### src/rtl/ofmap_writer_param_2_if.sv
// ---------------------------------------------------------------------------
// ofmap_writer_param_2_if
// Bundles the two buses of the output feature-map writer:
//   - result stream : in_valid / in_data (producer -> writer), in_ready back
//   - RAM write bus : we / waddr / wdata (writer -> output feature-map RAM)
// Modports
//   master : the result producer / RAM side (drives in_valid, in_data)
//   slave  : the writer itself (drives in_ready, we, waddr, wdata)
// ---------------------------------------------------------------------------
interface ofmap_writer_param_2_if #(
   parameter int DATA_WIDTH     = 16,
   parameter int OUT_ADDR_WIDTH = 10
);
   logic                      in_valid;
   logic [DATA_WIDTH-1:0]     in_data;
   logic                      in_ready;
   logic                      we;
   logic [OUT_ADDR_WIDTH-1:0] waddr;
   logic [DATA_WIDTH-1:0]     wdata;

   modport master (
      output in_valid,
      output in_data,
      input  in_ready,
      input  we,
      input  waddr,
      input  wdata
   );

   modport slave (
      input  in_valid,
      input  in_data,
      output in_ready,
      output we,
      output waddr,
      output wdata
   );
endinterface

### src/rtl/ofmap_writer_param_2.sv
// ---------------------------------------------------------------------------
// ofmap_writer_param_2
// Write-side counterpart of the conv input address generator. Accepts conv /
// pool results over a valid/ready stream and turns each accepted word into a
// registered RAM write. Pixels are laid out row-major inside a map and maps
// are stacked back to back, so the address of a pixel is
//    map*W*W + row*W + col      (W = OUT_FEATURE_WIDTH)
// done is raised together with the write of the last pixel of the last map
// and held until the next start.
// Ports
//   clk                 rising-edge clock
//   reset               synchronous, active-high
//   start               begin a new frame (honoured in IDLE or DONE only)
//   bus.in_valid        result word available
//   bus.in_data         result word, two's complement
//   bus.in_ready        writer accepts a word this cycle (state == WRITE)
//   bus.we              RAM write enable, one cycle after accept
//   bus.waddr           RAM write address (holds when we = 0)
//   bus.wdata           RAM write data, ReLU-clamped when RELU_EN = 1
//   done                frame complete, sticky until next start
// ---------------------------------------------------------------------------
module ofmap_writer_param_2 #(
   parameter int DATA_WIDTH        = 16,
   parameter int OUT_FEATURE_WIDTH = 12,
   parameter int NUM_OUT_MAPS      = 4,
   parameter int COL_WIDTH         = 4,
   parameter int MAP_WIDTH         = 2,
   parameter int OUT_ADDR_WIDTH    = 10,
   parameter int RELU_EN           = 1
) (
   input  logic                    clk,
   input  logic                    reset,
   input  logic                    start,
   ofmap_writer_param_2_if.slave   bus,
   output logic                    done
);

   typedef enum logic [1:0] {
      ST_IDLE  = 2'd0,
      ST_WRITE = 2'd1,
      ST_DONE  = 2'd2
   } state_t;

   // Last index of each counter, sized to the counter itself.
   localparam logic [COL_WIDTH-1:0] POS_LAST = COL_WIDTH'(OUT_FEATURE_WIDTH - 1);
   localparam logic [MAP_WIDTH-1:0] MAP_LAST = MAP_WIDTH'(NUM_OUT_MAPS - 1);

   // Strides at full address width so the products never truncate.
   localparam logic [OUT_ADDR_WIDTH-1:0] ROW_STRIDE =
      OUT_ADDR_WIDTH'(OUT_FEATURE_WIDTH);
   localparam logic [OUT_ADDR_WIDTH-1:0] MAP_STRIDE =
      OUT_ADDR_WIDTH'(OUT_FEATURE_WIDTH * OUT_FEATURE_WIDTH);

   // ReLU: a negative two's-complement result is written as zero.
   function automatic logic [DATA_WIDTH-1:0] relu_clamp(
      input logic signed [DATA_WIDTH-1:0] x
   );
      if ((RELU_EN != 0) && (x < 0))
         return '0;
      return $unsigned(x);
   endfunction

   state_t                    state_q, state_d;
   logic [COL_WIDTH-1:0]      col_q, col_d;
   logic [COL_WIDTH-1:0]      row_q, row_d;
   logic [MAP_WIDTH-1:0]      map_q, map_d;
   logic                      we_q, we_d;
   logic [OUT_ADDR_WIDTH-1:0] waddr_q, waddr_d;
   logic [DATA_WIDTH-1:0]     wdata_q, wdata_d;
   logic                      done_q, done_d;

   logic                      in_ready;
   logic                      accept;
   logic [OUT_ADDR_WIDTH-1:0] addr_now;
   logic signed [DATA_WIDTH-1:0] in_data_s;

   assign in_ready  = (state_q == ST_WRITE);
   assign accept    = bus.in_valid & in_ready;
   assign in_data_s = bus.in_data;

   assign addr_now = OUT_ADDR_WIDTH'(map_q) * MAP_STRIDE
                   + OUT_ADDR_WIDTH'(row_q) * ROW_STRIDE
                   + OUT_ADDR_WIDTH'(col_q);

   // ---- next-state: FSM, counters and write-port registers ----
   always_comb begin
      state_d = state_q;
      col_d   = col_q;
      row_d   = row_q;
      map_d   = map_q;
      we_d    = 1'b0;
      waddr_d = waddr_q;
      wdata_d = wdata_q;
      done_d  = done_q;

      unique case (state_q)
         ST_IDLE, ST_DONE: begin
            // The start cycle itself never accepts a beat (in_ready is low).
            if (start) begin
               state_d = ST_WRITE;
               col_d   = '0;
               row_d   = '0;
               map_d   = '0;
               done_d  = 1'b0;
            end
         end

         ST_WRITE: begin
            // start is deliberately ignored here.
            if (accept) begin
               we_d    = 1'b1;
               waddr_d = addr_now;
               wdata_d = relu_clamp(in_data_s);

               if (col_q != POS_LAST) begin
                  col_d = col_q + 1'b1;
               end else begin
                  col_d = '0;
                  if (row_q != POS_LAST) begin
                     row_d = row_q + 1'b1;
                  end else begin
                     row_d = '0;
                     if (map_q != MAP_LAST) begin
                        map_d = map_q + 1'b1;
                     end else begin
                        // Final pixel: done rises alongside this write.
                        map_d   = '0;
                        state_d = ST_DONE;
                        done_d  = 1'b1;
                     end
                  end
               end
            end
         end

         default: begin
            state_d = ST_IDLE;
         end
      endcase
   end

   // ---- register stage: write port visible one cycle after accept ----
   always_ff @(posedge clk) begin
      if (reset) begin
         state_q <= ST_IDLE;
         col_q   <= '0;
         row_q   <= '0;
         map_q   <= '0;
         we_q    <= 1'b0;
         waddr_q <= '0;
         wdata_q <= '0;
         done_q  <= 1'b0;
      end else begin
         state_q <= state_d;
         col_q   <= col_d;
         row_q   <= row_d;
         map_q   <= map_d;
         we_q    <= we_d;
         waddr_q <= waddr_d;
         wdata_q <= wdata_d;
         done_q  <= done_d;
      end
   end

   assign bus.in_ready = in_ready;
   assign bus.we       = we_q;
   assign bus.waddr    = waddr_q;
   assign bus.wdata    = wdata_q;
   assign done         = done_q;

endmodule

### src/flat_wrapper.sv
// flat-port wrapper written by rule: the top's interface ports become plain ports
module ofmap_writer_param_2_flat 
#(
   parameter int DATA_WIDTH        = 16,
   parameter int OUT_FEATURE_WIDTH = 12,
   parameter int NUM_OUT_MAPS      = 4,
   parameter int COL_WIDTH         = 4,
   parameter int MAP_WIDTH         = 2,
   parameter int OUT_ADDR_WIDTH    = 10,
   parameter int RELU_EN           = 1
)
  (clk, reset, start, done, bus_in_valid, bus_in_data, bus_in_ready, bus_we, bus_waddr, bus_wdata);
  ofmap_writer_param_2_if #(.DATA_WIDTH(DATA_WIDTH), .OUT_ADDR_WIDTH(OUT_ADDR_WIDTH)) bus_i ();
  input  logic clk;
  input  logic reset;
  input  logic start;
  output logic done;
  input wire logic [$bits(bus_i.in_valid)-1:0] bus_in_valid;
  input wire logic [$bits(bus_i.in_data)-1:0] bus_in_data;
  output wire logic [$bits(bus_i.in_ready)-1:0] bus_in_ready;
  output wire logic [$bits(bus_i.we)-1:0] bus_we;
  output wire logic [$bits(bus_i.waddr)-1:0] bus_waddr;
  output wire logic [$bits(bus_i.wdata)-1:0] bus_wdata;
  assign bus_i.in_valid = bus_in_valid;
  assign bus_i.in_data = bus_in_data;
  assign bus_in_ready = bus_i.in_ready;
  assign bus_we = bus_i.we;
  assign bus_waddr = bus_i.waddr;
  assign bus_wdata = bus_i.wdata;
  ofmap_writer_param_2 #(.DATA_WIDTH(DATA_WIDTH), .OUT_FEATURE_WIDTH(OUT_FEATURE_WIDTH), .NUM_OUT_MAPS(NUM_OUT_MAPS), .COL_WIDTH(COL_WIDTH), .MAP_WIDTH(MAP_WIDTH), .OUT_ADDR_WIDTH(OUT_ADDR_WIDTH), .RELU_EN(RELU_EN)) u_core (.clk(clk), .reset(reset), .start(start), .bus(bus_i), .done(done));
endmodule
### config.mk
export PLATFORM = sky130hd
export DESIGN_NAME = ofmap_writer_param_2_flat
export DESIGN_NICKNAME = d
export VERILOG_FILES = /design/src/rtl/ofmap_writer_param_2_if.sv /design/src/rtl/ofmap_writer_param_2.sv /design/src/flat_wrapper.sv
export SDC_FILE = /design/constraint.sdc
export NUM_CORES = 1
export LEC_CHECK = 0
export ABC_CLOCK_PERIOD_IN_PS = 6500
export CORE_MARGIN = 5
export CORE_UTILIZATION = 52
export DETAILED_ROUTE_END_ITERATION = 10
export HOLD_SLACK_MARGIN = 0.02
export PLACE_DENSITY = 0.85
export SLEW_MARGIN = 0
export SYNTH_ARGS = -nofsm -noshare
export SYNTH_HDL_FRONTEND = slang
export SYNTH_SLANG_ARGS = --single-unit
### constraint.sdc
create_clock -name clk -period 6.5 [get_ports clk]
set_input_delay 1.95 -clock clk [delete_from_list [all_inputs] [get_ports clk]]
set_output_delay 1.95 -clock clk [all_outputs]
set_load 0.02 [all_outputs]
### Word-level counts from Yosys, hierarchy flattened

Index checks and enable logic that the tools add are counted.

| storage, ports and cells | value |
|---|---|
| register bits after elaboration | 40 |
| output and inout bits | 29 |
| logic and storage cells | 70 |

| operators by class | value |
|---|---|
| mux-type cells | 32 |
| $lt $le $gt $ge | 1 |
| reductions and logical operators | 10 |
| equality and inequality tests | 10 |
| $add $sub $neg | 5 |
| multiply operators | 2 |
| bitwise logic cells | 2 |

Operators by type and width:

| operator | number |
|---|---|
| two-way mux 16 bit | 2 |
| two-way mux 4 bit | 6 |
| two-way mux 2 bit | 10 |
| less-than comparator 16 x 1 -> 1 bit (second input constant) | 1 |
| one-hot mux 4 bit (2 select lines) | 2 |
| inequality test 2 bit (second input constant) | 6 |
| adder 10 x 4 -> 10 bit | 1 |
| adder 10 x 8 -> 10 bit | 1 |
| AND reduction 5 bit | 2 |
| two-way mux 1 bit | 9 |
| adder 4 x 1 -> 4 bit (second input constant) | 2 |
| inequality test 4 bit (second input constant) | 2 |
| one-hot mux 2 bit (2 select lines) | 2 |
| multiplier 2 x 4 -> 6 bit (second input constant) | 1 |
| multiplier 4 x 2 -> 6 bit (second input constant) | 1 |
| AND reduction 6 bit | 1 |
| AND reduction 4 bit | 1 |
| OR reduction 2 bit | 2 |
| AND reduction 3 bit | 1 |
| adder 2 x 1 -> 2 bit (second input constant) | 1 |
| == test 2 x 1 -> 1 bit (second input constant) | 1 |
| == test 2 bit (second input constant) | 1 |
| logical NOT 2 bit | 1 |
| one-hot mux 1 bit (2 select lines) | 1 |
| other kinds (4) | 4 |

### Longest topological paths before layout

| logic depth | value |
|---|---|
| word-level depth | 6 |
| depth in mapped cells | 10 |

### Worst setup path after synthesis

OpenSTA, ideal clock, no wires.

| path | value |
|---|---|
| path kind | input port to flip-flop |
| start | in start |
| end | reg u_core.row_q[3] |
| path slack | 3.453 ns |
| required time | 6.430 ns |
| library setup time | 0.070 ns |
| cell stages on the path | 4 |
| arrival time | 2.976 ns |
| cells stage by stage | nor2b_1 o22ai_4 or4_1 a21oi_1 |

| between the ends | value |
|---|---|
| longest elaborated chain between the ends | 2 |

RTL lines:

| item | line | source |
|---|---|---|
| start: declaration | flat_wrapper.sv:16 | `input logic start;` |
| inequality test 2 bit (no line) | -- |  |
| AND reduction 4 bit (no line) | -- |  |
| end signal: assignment | ofmap_writer_param_2.sv:156 | `row_q <= row_d;` |
| end: declaration | ofmap_writer_param_2.sv:65 | `logic [COL_WIDTH-1:0] row_q, row_d;` |

No other way between the ends.
A chain may end at the register's enable or synchronous reset.

==> metrics.yaml <==
synthTopCellsByArea: "dfxtp_1 42%, ha_1 7.4%, a22o_1 7.0%"
r2r-start: "u_core.row_q[0]$_SDFFE_PP0P_"
path_clk_slew_ns: 0.12
cts_tree: "done"
synth_edf_count: 0
cts-root-buf: "clkbuf_4"
numCtsBuffers: 5
antenna_left: 0
layout_setup_ws_ns: 2.65
synth_area_leader_cell: "dfxtp_1"
ys_warn_count: 0
drtIter0Drc: 140
cp.arrival_ns: 4.15
num_vias: 1666
fin_cells: 295
grt_pass1_wl_mm: 7.43
drt-total-wl_mm: 4.48
syn_area_sq_um: 1870
fin_skew_ns: 0.00360
worst_slew_pin_slew_ns: 1.04
cts_resized: 0
setup_violations: 0
reg2reg_depth: 9
dp_hpwl_mm: 3.21
wl_per_cell_microns: 15.2
dieArea_sq_um: 4890
start_util_pct: 54.7
timing.hold.ws_ns: 0.469
max-cap-violations: 0
worstSkewPairLatency_ns: 0.34
peakVddDrop_mv: 0.152
crit_type: "in -> reg"
die_x_microns: 69.9
hold_viol: 0
synthMostInstantiatedCell: "dfxtp_1"
slew-limit-headroom_pct: 30.4
firstDrtPassIters: 4
clock_path_buffers: 2
status: "completed"
cts_sinks: 39
end_kind: "flop"
grt_max_degree: 29
synth_top_cell_area_share_pct: 41.8
place_congestion: 0.861
synth_top_cells_by_count: "39 x dfxtp_1, 20 x nand2_1, 18 x a21oi_1, 15 x a22o_1, 11 x ha_1"
hold_path_depth: 2
nets: 281
cp.required_ns: 6.79
core_area_sq_um: 3420
synthDistinctLibCells: 43
antenna_cells: 0
area_growth_pct: 30.3
first_global_vias: 1555
ioPinCount: 49
grtUsageTotal_pct: 18.5
ys_seq_elements: 39
cp_max_fo: 28
syn-num-nets: 237
rrSetupSlack_ns: 3.76
p_per_area_nw_per_um2: 198
critPathLaunchType: "input pin"
ys.flop_type: "dfxtp_1"
via_per_inst: 5.65
rsz0062_at_grt: "false"
leakagePower_nw: 0.992
finalMaxSlewViolations: 0
antenna_found_initial: 0
cp-startpoint: "reset"
dpl_worst_slack_ns: 2.37
yosysSeqAreaShare_pct: 41.8
port_buffers: 47
dp.cells: 287
async_reset_ff_share_pct: 0
finalSetupTns_ns: 0
netlist_instances: 204
max_freq_mhz: 259
cts_setup_buffers: 0
ctsHtreeMaxLevel: 2
drive_gt1_share_pct: 5.62
r2r_end: "u_core.bus.waddr[7]$_SDFFE_PP0P_"
finalCritPeriodShare_pct: 59.3
hp-class: "reg -> reg"
die_h_microns: 69.9
crit_end: "u_core.bus.wdata[9]$_SDFFE_PP0P_"
fin_crit_ns: 3.85
num_rows: 21
grt_overflow: 0
cts_hold_buf: 0
syn_avg_cell_area_sq_um: 9.16
drcViolationCount: 0
==> power by group <==
group	switching, mW	leakage (nW)	total, mW	internal [mW]
combinational	0.0333	0.628	0.0610	0.0277
clock	0.0808	0.0482	0.172	0.0909
sequential	0.00437	0.316	0.249	0.245
total	0.118	0.992	0.482	0.364
==> kinds of logic (layout without fill, tap and decap cells) <==
family / count (synthesis) / in the layout / synth area share, %
AND/OR/NAND/NOR: 67 / 67 / 18.9
AO/OA/AOI/OAI: 64 / 64 / 24.5
flip-flops: 39 / 39 / 41.8
buffers and inverters: 18 / 63 / 4.15
adder cells (fa/ha/maj): 13 / 13 / 9.51
XOR/XNOR: 2 / 2 / 0.938
other: 1 / 1 / 0.201
==> worst min path at each step <==
stage / endpoint / from / slack (ns)
2_1_floorplan: u_core.bus.waddr[1]$_SDFFE_PP0P_ / u_core.col_q[1]$_SDFFE_PP0P_ / 0.46
3_3_place_gp: u_core.bus.waddr[5]$_SDFFE_PP0P_ / u_core.bus.waddr[5]$_SDFFE_PP0P_ / 0.44
3_5_place_dp: u_core.bus.waddr[0]$_SDFFE_PP0P_ / u_core.bus.waddr[0]$_SDFFE_PP0P_ / 0.45
4_1_cts: u_core.done$_SDFFE_PP0P_ / u_core.done$_SDFFE_PP0P_ / 0.47
5_1_grt: u_core.done$_SDFFE_PP0P_ / u_core.done$_SDFFE_PP0P_ / 0.49
6_report: u_core.done$_SDFFE_PP0P_ / u_core.done$_SDFFE_PP0P_ / 0.47
==> metal layers <==
layer / share of wire [%] / GRT usage [%] / vias to the layer above
li1: - / - / 839
met1: 44 / 24.2 / 755
met2: 47 / 29.4 / 64
met3: 7.0 / 5.74 / 8
met4: 1.4 / 5.11 / 0
met5: 0 / 0 / -
==> layout make-up <==
class	instances	area (sq um)
timing repair buffer	47	470
fill	266	981
inverter	8	30.0
sequential	39	781
clock inverter	2	35.0
clock buffer	6	51.3
multi-input combinational	147	1010
tap	46	57.6
==> worst max-delay path, cell delays in order <==
cell and delay, ns:
clkdlybuf4s50_1 0.94, nor2_1 0.98, a22o_1 0.27
==> placed cells by master (no fill, tap or decap), types with 7 or more instances in the layout <==
| cell | count |
|---|---|
| a21oi_1 | 18 |
| nand3_1 | 7 |
| a22o_1 | 15 |
| inv_1 | 7 |
| nand2_1 | 20 |
| ha_1 | 11 |
| clkdlybuf4s50_1 | 47 |
| nand4_1 | 7 |
| dfxtp_1 | 39 |
| nor2_1 | 10 |
| o21ai_0 | 7 |
==> registers in the layout, summed over array words and instances, names as in the netlist <==
name and count:
u_core.bus.we 1, u_core.bus.waddr 10, u_core.row_q 4, u_core.done 1, u_core.bus.wdata 15, u_core.col_q 4
u_core.map_q 2, u_core.state_q 2
==> through the flow <==
step | power, mW | util, % | instance area (sq um)
after floorplan | 0.289 | - | 1870
after global placement | 0.314 | 68.8 | 2350
after detailed placement | 0.315 | 68.8 | 2350
after CTS | 0.485 | 71.3 | 2430
after global routing | 0.500 | 71.3 | 2430
final | 0.482 | 71.3 | 2430
Note: power is estimated with default switching activity, not from simulation.
